--- src/rtl/snake_pkg.sv ---
// Shared types and constants for the snake game engine.
// Holds the state/direction enums, grid geometry, start-up values and LFSR helpers.
package snake_pkg;

  typedef enum logic [2:0] {
    ST_INIT   = 3'd0,
    ST_PLAY   = 3'd1,
    ST_SEARCH = 3'd2,
    ST_PLACE  = 3'd3,
    ST_WIN    = 3'd4,
    ST_LOSE   = 3'd5
  } state_e;

  typedef enum logic [1:0] {
    DIR_UP    = 2'd0,
    DIR_DOWN  = 2'd1,
    DIR_LEFT  = 2'd2,
    DIR_RIGHT = 2'd3
  } dir_e;

  localparam int GRID_W   = 16;
  localparam int GRID_H   = 16;
  localparam int NUM_SEGS = 16;

  localparam logic [7:0]   INIT_HEAD = 8'h77;
  localparam logic [7:0]   INIT_SEG1 = 8'h76;
  localparam logic [7:0]   INIT_FOOD = 8'h7B;
  localparam logic [7:0]   LFSR_SEED = 8'h5A;
  localparam logic [3:0]   INIT_LEN  = 4'd2;
  localparam logic [127:0] INIT_LOCS = {INIT_HEAD, INIT_SEG1, 112'd0};

  // Fibonacci LFSR, x^8+x^6+x^5+x^4+1; the all-zero state is unreachable from a nonzero seed
  function automatic logic [7:0] lfsr_step(input logic [7:0] v);
    return {v[6:0], v[7] ^ v[5] ^ v[4] ^ v[3]};
  endfunction

  function automatic dir_e dir_reverse(input dir_e d);
    return dir_e'({d[1], ~d[0]});
  endfunction

  // Flag order {init, play, collect, win, lose}
  function automatic logic [4:0] state_flags(input state_e s);
    logic [4:0] f;
    case (s)
      ST_INIT:             f = 5'b10000;
      ST_PLAY:             f = 5'b01000;
      ST_SEARCH, ST_PLACE: f = 5'b00100;
      ST_WIN:              f = 5'b00010;
      ST_LOSE:             f = 5'b00001;
      default:             f = 5'b10000;
    endcase
    return f;
  endfunction

endpackage

--- src/rtl/snake_occupancy.sv ---
// Combinational occupancy test: does cell_i match any of the first count_i segments?
module snake_occupancy
  import snake_pkg::*;
(
  input  logic [7:0]   cell_i,
  input  logic [127:0] segs_i,
  input  logic [4:0]   count_i,
  output logic         hit_o
);

  // OR-reduce the per-segment matches inside the active window
  always_comb begin
    hit_o = 1'b0;
    for (int i = 0; i < NUM_SEGS; i++) begin
      hit_o = hit_o | ((5'(i) < count_i) && (segs_i[127-8*i -: 8] == cell_i));
    end
  end

endmodule

--- src/rtl/snake_game_engine.sv ---
// Snake game-state sequencer: body, food, length and state flags, one grid step per Tick.
// Define SNAKE_WRAP_EN to make the walls wrap around instead of ending the game.
module snake_game_engine
  import snake_pkg::*;
#(
  parameter int WIN_LEN = 15
)(
  input  logic         Clk,
  input  logic         Reset,
  input  logic         Tick,
  input  logic         Start,
  input  logic         BtnU,
  input  logic         BtnD,
  input  logic         BtnL,
  input  logic         BtnR,
  output logic         Qi,
  output logic         Qp,
  output logic         Qc,
  output logic         Qw,
  output logic         Ql,
  output logic [3:0]   Length,
  output logic [7:0]   Food,
  output logic [127:0] Locations_Flat
);

`ifdef SNAKE_WRAP_EN
  localparam logic WRAP_EN = 1'b1;
`else
  localparam logic WRAP_EN = 1'b0;
`endif

  state_e       state_q, state_d;
  dir_e         dir_q, dir_d, dir_req, dir_eff;
  logic [127:0] locs_q, locs_d;
  logic [3:0]   len_q, len_d;
  logic [7:0]   food_q, food_d;
  logic [7:0]   lfsr_q, lfsr_d;
  logic [4:0]   flags_q;

  logic [3:0] hx, hy, nx, ny;
  logic [7:0] next_head;
  logic       at_edge, wall_hit, eat, self_hit, search_hit;
  logic [4:0] self_cnt;

  assign hx        = locs_q[123:120];
  assign hy        = locs_q[127:124];
  assign next_head = {ny, nx};
  assign wall_hit  = at_edge & ~WRAP_EN;
  assign eat       = (next_head == food_q);
  // When not eating the tail moves away this step, so its cell is not an obstacle
  assign self_cnt  = eat ? {1'b0, len_q} : ({1'b0, len_q} - 5'd1);

  // Button priority U > D > L > R; a reversal request keeps the current heading
  always_comb begin
    if (BtnU) begin
      dir_req = DIR_UP;
    end else if (BtnD) begin
      dir_req = DIR_DOWN;
    end else if (BtnL) begin
      dir_req = DIR_LEFT;
    end else if (BtnR) begin
      dir_req = DIR_RIGHT;
    end else begin
      dir_req = dir_q;
    end
    if (dir_req == dir_reverse(dir_q)) begin
      dir_eff = dir_q;
    end else begin
      dir_eff = dir_req;
    end
  end

  // Next head position on 4-bit nibbles, flagging steps off the grid
  always_comb begin
    nx      = hx;
    ny      = hy;
    at_edge = 1'b0;
    case (dir_eff)
      DIR_UP:    begin ny = hy - 4'd1; at_edge = (hy == 4'd0);             end
      DIR_DOWN:  begin ny = hy + 4'd1; at_edge = (hy == 4'(GRID_H - 1));   end
      DIR_LEFT:  begin nx = hx - 4'd1; at_edge = (hx == 4'd0);             end
      DIR_RIGHT: begin nx = hx + 4'd1; at_edge = (hx == 4'(GRID_W - 1));   end
      default:   begin nx = hx; ny = hy; at_edge = 1'b0;                  end
    endcase
  end

  snake_occupancy u_self_occ (
    .cell_i  (next_head),
    .segs_i  (locs_q),
    .count_i (self_cnt),
    .hit_o   (self_hit)
  );

  snake_occupancy u_search_occ (
    .cell_i  (lfsr_q),
    .segs_i  (locs_q),
    .count_i ({1'b0, len_q}),
    .hit_o   (search_hit)
  );

  // Game sequencing: next-state for the FSM and everything it owns
  always_comb begin
    state_d = state_q;
    dir_d   = dir_q;
    locs_d  = locs_q;
    len_d   = len_q;
    food_d  = food_q;
    lfsr_d  = lfsr_step(lfsr_q);
    case (state_q)
      ST_INIT: begin
        if (Start) begin
          state_d = ST_PLAY;
        end else begin
          state_d = ST_INIT;
        end
      end
      ST_PLAY: begin
        dir_d = dir_eff;
        if (Tick && (wall_hit || self_hit)) begin
          state_d = ST_LOSE;
        end else if (Tick) begin
          locs_d = {next_head, locs_q[127:8]};
          if (!eat) begin
            state_d = ST_PLAY;
          end else if (({1'b0, len_q} + 5'd1) == 5'(WIN_LEN)) begin
            len_d   = len_q + 4'd1;
            state_d = ST_WIN;
          end else begin
            len_d   = len_q + 4'd1;
            state_d = ST_SEARCH;
          end
        end else begin
          state_d = ST_PLAY;
        end
      end
      ST_SEARCH: begin
        if (!search_hit) begin
          food_d  = lfsr_q;
          state_d = ST_PLACE;
        end else begin
          state_d = ST_SEARCH;
        end
      end
      ST_PLACE: state_d = ST_PLAY;
      ST_WIN, ST_LOSE: begin
        if (Start) begin
          state_d = ST_INIT;
          dir_d   = DIR_RIGHT;
          locs_d  = INIT_LOCS;
          len_d   = INIT_LEN;
          food_d  = INIT_FOOD;
          lfsr_d  = LFSR_SEED;
        end else begin
          state_d = state_q;
        end
      end
      default: state_d = ST_INIT;
    endcase
  end

  // State and output registers
  always_ff @(posedge Clk or posedge Reset) begin
    if (Reset) begin
      state_q <= ST_INIT;
      dir_q   <= DIR_RIGHT;
      locs_q  <= INIT_LOCS;
      len_q   <= INIT_LEN;
      food_q  <= INIT_FOOD;
      lfsr_q  <= LFSR_SEED;
      flags_q <= 5'b10000;
    end else begin
      state_q <= state_d;
      dir_q   <= dir_d;
      locs_q  <= locs_d;
      len_q   <= len_d;
      food_q  <= food_d;
      lfsr_q  <= lfsr_d;
      flags_q <= state_flags(state_d);
    end
  end

  assign {Qi, Qp, Qc, Qw, Ql} = flags_q;
  assign Length               = len_q;
  assign Food                 = food_q;
  assign Locations_Flat       = locs_q;

endmodule
--- config.mk ---
export PLATFORM = sky130hd
export DESIGN_NAME = snake_game_engine
export DESIGN_NICKNAME = d
export VERILOG_FILES = /design/src/rtl/snake_pkg.sv /design/src/rtl/snake_occupancy.sv /design/src/rtl/snake_game_engine.sv
export SDC_FILE = /design/constraint.sdc
export NUM_CORES = 1
export LEC_CHECK = 0
export CORE_ASPECT_RATIO = 1.2
export CORE_UTILIZATION = 60
export CTS_CLUSTER_SIZE = 8
export DETAILED_ROUTE_END_ITERATION = 8
export GPL_TIMING_DRIVEN = 1
export PLACE_DENSITY = 0.86
export RECOVER_POWER = 25
export REMOVE_ABC_BUFFERS = 1
export SYNTH_ARGS = -nofsm -noshare
export SYNTH_HDL_FRONTEND = slang
export SYNTH_SLANG_ARGS = --single-unit
--- constraint.sdc ---
create_clock -name Clk -period 15.03 [get_ports Clk]
set_clock_uncertainty 0.05 [all_clocks]
set_input_delay 3.006 -clock Clk [delete_from_list [all_inputs] [get_ports Clk]]
set_output_delay 3.006 -clock Clk [all_outputs]
set_load 0.005 [all_outputs]
==> results.ini <==
[grt]
grt-ovfl-total = 0
grt_max_degree = 109
grt_pass1_vias = 10480
track_usage = 0.4263
grt_antenna_before_repair = 0
grt_pass1_wl_um = 63550

[routing]
via_per_inst = 6.518
ant_nets = 0
wl_per_cell_um = 24.16
drtIter0Drc = 1524
routed_wl_um = 41630
dr_total_vias = 11230
drc = 0
first_pass_iters = 7

[logic_synthesis]
netlist_area_um2 = 11730
async_flop_share = 1.000
synth_cells = 1394
synth-edff-count = 0
synth.avg_cell_area_um2 = 8.415
yosys_register_bits = 158
yosys.cell_types.count = 85
yosysSeqAreaShare = 0.3397
synth_warnings = 0
yosys_most_used_dff = dfrtp_1

[cts]
holdBufCountCts = 0
cts.htree.levels = 4
cts-buffers-inserted = 17
root_buffer = clkbuf_16
post-cts-setup-buffers = 0
path_clk_slew_ns = 0.07
cts_sinks = 158
ctsResizeCount = 0
cts_tree = yes
clockBufferDepth = 2
clock_latency_ns = 0.45

[layout]
final_core_util = 0.7214
area_growth_pct = 16.81
post-route-cell-area_um2 = 13700
fillCellCount = 1467
n_antenna_cell = 0
final_layout_size_suffix_gt1_frac = 0.07021
fin_nets = 1472

[setup_path]
critPathLaunchType = primary input
r2r_start = Locations_Flat[120]
startpoint = BtnD
crit_chain = clkdlybuf4s50_1 > or2_1 > o32ai_2 > nor2_1 > nand2_1 > inv_1 > fa_1 > inv_1 > nor3_1 > or3_1 > and4b_1 > nand2_1 > nor2_2 > a2111oi_0 > nor4b_2 > o2111ai_2 > nor3_4 > buf_4 > buf_4 > o21ai_0
crit_family = simple AND/OR/NAND/NOR gates
arrival_ns = 10.61
reg2reg_slack_ns = 7.37
path_class = in2reg
worst-path-stages = 20
reg2reg_depth = 15
r2r-end = Locations_Flat[46]
slowest_delay_ns = 0.98
crit_fanout = 90
crit_end = Locations_Flat[46]
endpoint_kind = flip-flop
critPathBufInv = 5
required_ns = 15.25
cpMaxStageDelayCell = fa_1

[place]
port_buffers = 152
placed_area_um2 = 13130
post-place-ws_ns = 4.434
hpwl_um = 28770
globalplace.congestion = 1.016

[floorplan]
start_util = 0.6176
die-area_um2 = 20120
num_rows = 55
die_w_um = 129.6
core_area_um2 = 18990
dieHeight_um = 155.2
boundaryPins = 153

[min_path]
hold_class = reg2reg

[run]
cap_violations = 2

[power_and_ir_drop]
total_power_mw = 3.511
irDropWorstVdd_v = 0.0001537
cellLeakagePower_nw = 5.435
power_density_nw_per_um2 = 256.3

[timing]
max_freq_ghz = 0.09632
setup_viol = 0
slew_viol_final = 90
rsz0062_at_grt = no
fin_ws_ns = 4.648
worst_slew_margin_rel = -1.678
finalHoldViolCount = 0
tightest_slew_ns = 3.995
fin_setup_tns_ns = 0
finalCriticalPeriod_ns = 10.38
fin_crit_sh = 0.6907

[status]
status = finished, violations left
violations = max-capacitance violations, max-slew violations

-- per-layer routing --
layer	vias up	routed length [um]	share of wire	GRT usage
li1	4901	-	-	-
met2	826	18990	0.46	0.6626
met5	-	0	0	0
met3	188	4332	0.10	0.07909
met1	5316	16190	0.39	0.5764
met4	0	2124	0.051	0.1927
-- area by class of cell --
cell class,count,area (um^2),area share
Clock inverter,14,146.4,0.01068
Tap cell,256,320.3,0.02338
Inverter,26,98.84,0.007214
Clock buffer,18,439.2,0.03205
Timing Repair Buffer,166,1627,0.1187
Sequential cell,158,3985,0.2908
Multi-Input combinational cell,1085,7086,0.5171
-- kinds of logic (layout without fill, tap and decap cells) --
logic type      after synthesis  after routing  share of synthesized area
flops                       158            158                     0.3397
buf+inv                     151            224                    0.05707
fa+ha+maj                    10             10                    0.01195
xor+xnor                    277            277                     0.2246
simple gates                508            508                     0.2017
compound gates              275            275                     0.1498
mux                          15             15                    0.01515
-- flip-flops by register name (all words and copies together) (netlist names) --
name / cells
Food: 8
Length: 4
Locations_Flat: 128
dir_q: 2
flags_q: 5
lfsr_q: 8
state_q: 3
-- worst min-delay path by stage --
stage                              startpoint                   to  slack [ns]  cells past startpoint
after global routing      Locations_Flat[113]  Locations_Flat[105]        0.53                      2
final                       Locations_Flat[3]    Locations_Flat[3]        0.51                      2
after global placement    Locations_Flat[116]  Locations_Flat[108]        0.49                      2
after CTS                 Locations_Flat[116]  Locations_Flat[108]        0.51                      2
after detailed placement  Locations_Flat[116]  Locations_Flat[108]        0.50                      2
after floorplan           Locations_Flat[113]  Locations_Flat[105]        0.46                      2
-- worst reg2reg max path: stages (launching register included) --
cell	delay, ns
dfstp_2	1.06
inv_1	0.30
fa_1	1.11
inv_1	0.28
nor3_1	0.67
or3_1	0.19
and4b_1	0.26
nand2_1	0.16
nor2_2	0.52
a2111oi_0	0.26
nor4b_2	0.35
o2111ai_2	0.23
nor3_4	0.52
buf_4	0.55
buf_4	0.69
o21ai_0	0.30
-- where the power goes --
part	internal, mW	switching, mW
clock	0.226	0.217
sequential	0.590	0.466
combinational	0.932	1.08
-- synth_stat cells, types with 26 or more instances --
cell type  number  area [um^2]
nor2_1         46        172.7
nor3_1         39        195.2
o21ai_0        35        175.2
o21ai_1        94        470.5
xor2_1        111        972.2
nand4_1        29        181.4
xnor2_1       150         1314
clkbuf_1       80        300.3
nand3_1        31        155.2
a21oi_1        37        185.2
nor4_1         26        162.7
dfrtp_1       133         3328
nand2_1       272         1021
-- per-stage QoR --
step                      hold WS [ns]  cells
after global routing            0.5315   1723
after floorplan                 0.4619   1269
final                           0.5127   1723
after detailed placement        0.5004   1691
after global placement          0.4867   1691
after CTS                       0.5138   1723
-- cell usage in the layout, fill, tap and decap left out, drive strengths merged, types with 7 or more instances in the layout --
cell,instances
nor2,47
xnor3,13
a211oi,9
dfrtp,133
dfstp,25
nor3,41
mux2i,11
nor4,27
inv,32
dlygate4sd3,21
and2,11
o211ai,12
ha,8
nand2,273
a21oi,37
a221oi,10
nand3,31
xnor2,152
clkdlybuf4s50,131
nand2b,8
clkbuf,18
and3,7
nand4,29
o32ai,7
xor2,111
buf,14
or2,9
o21ai,129
Power figures use the tool's default switching activity.
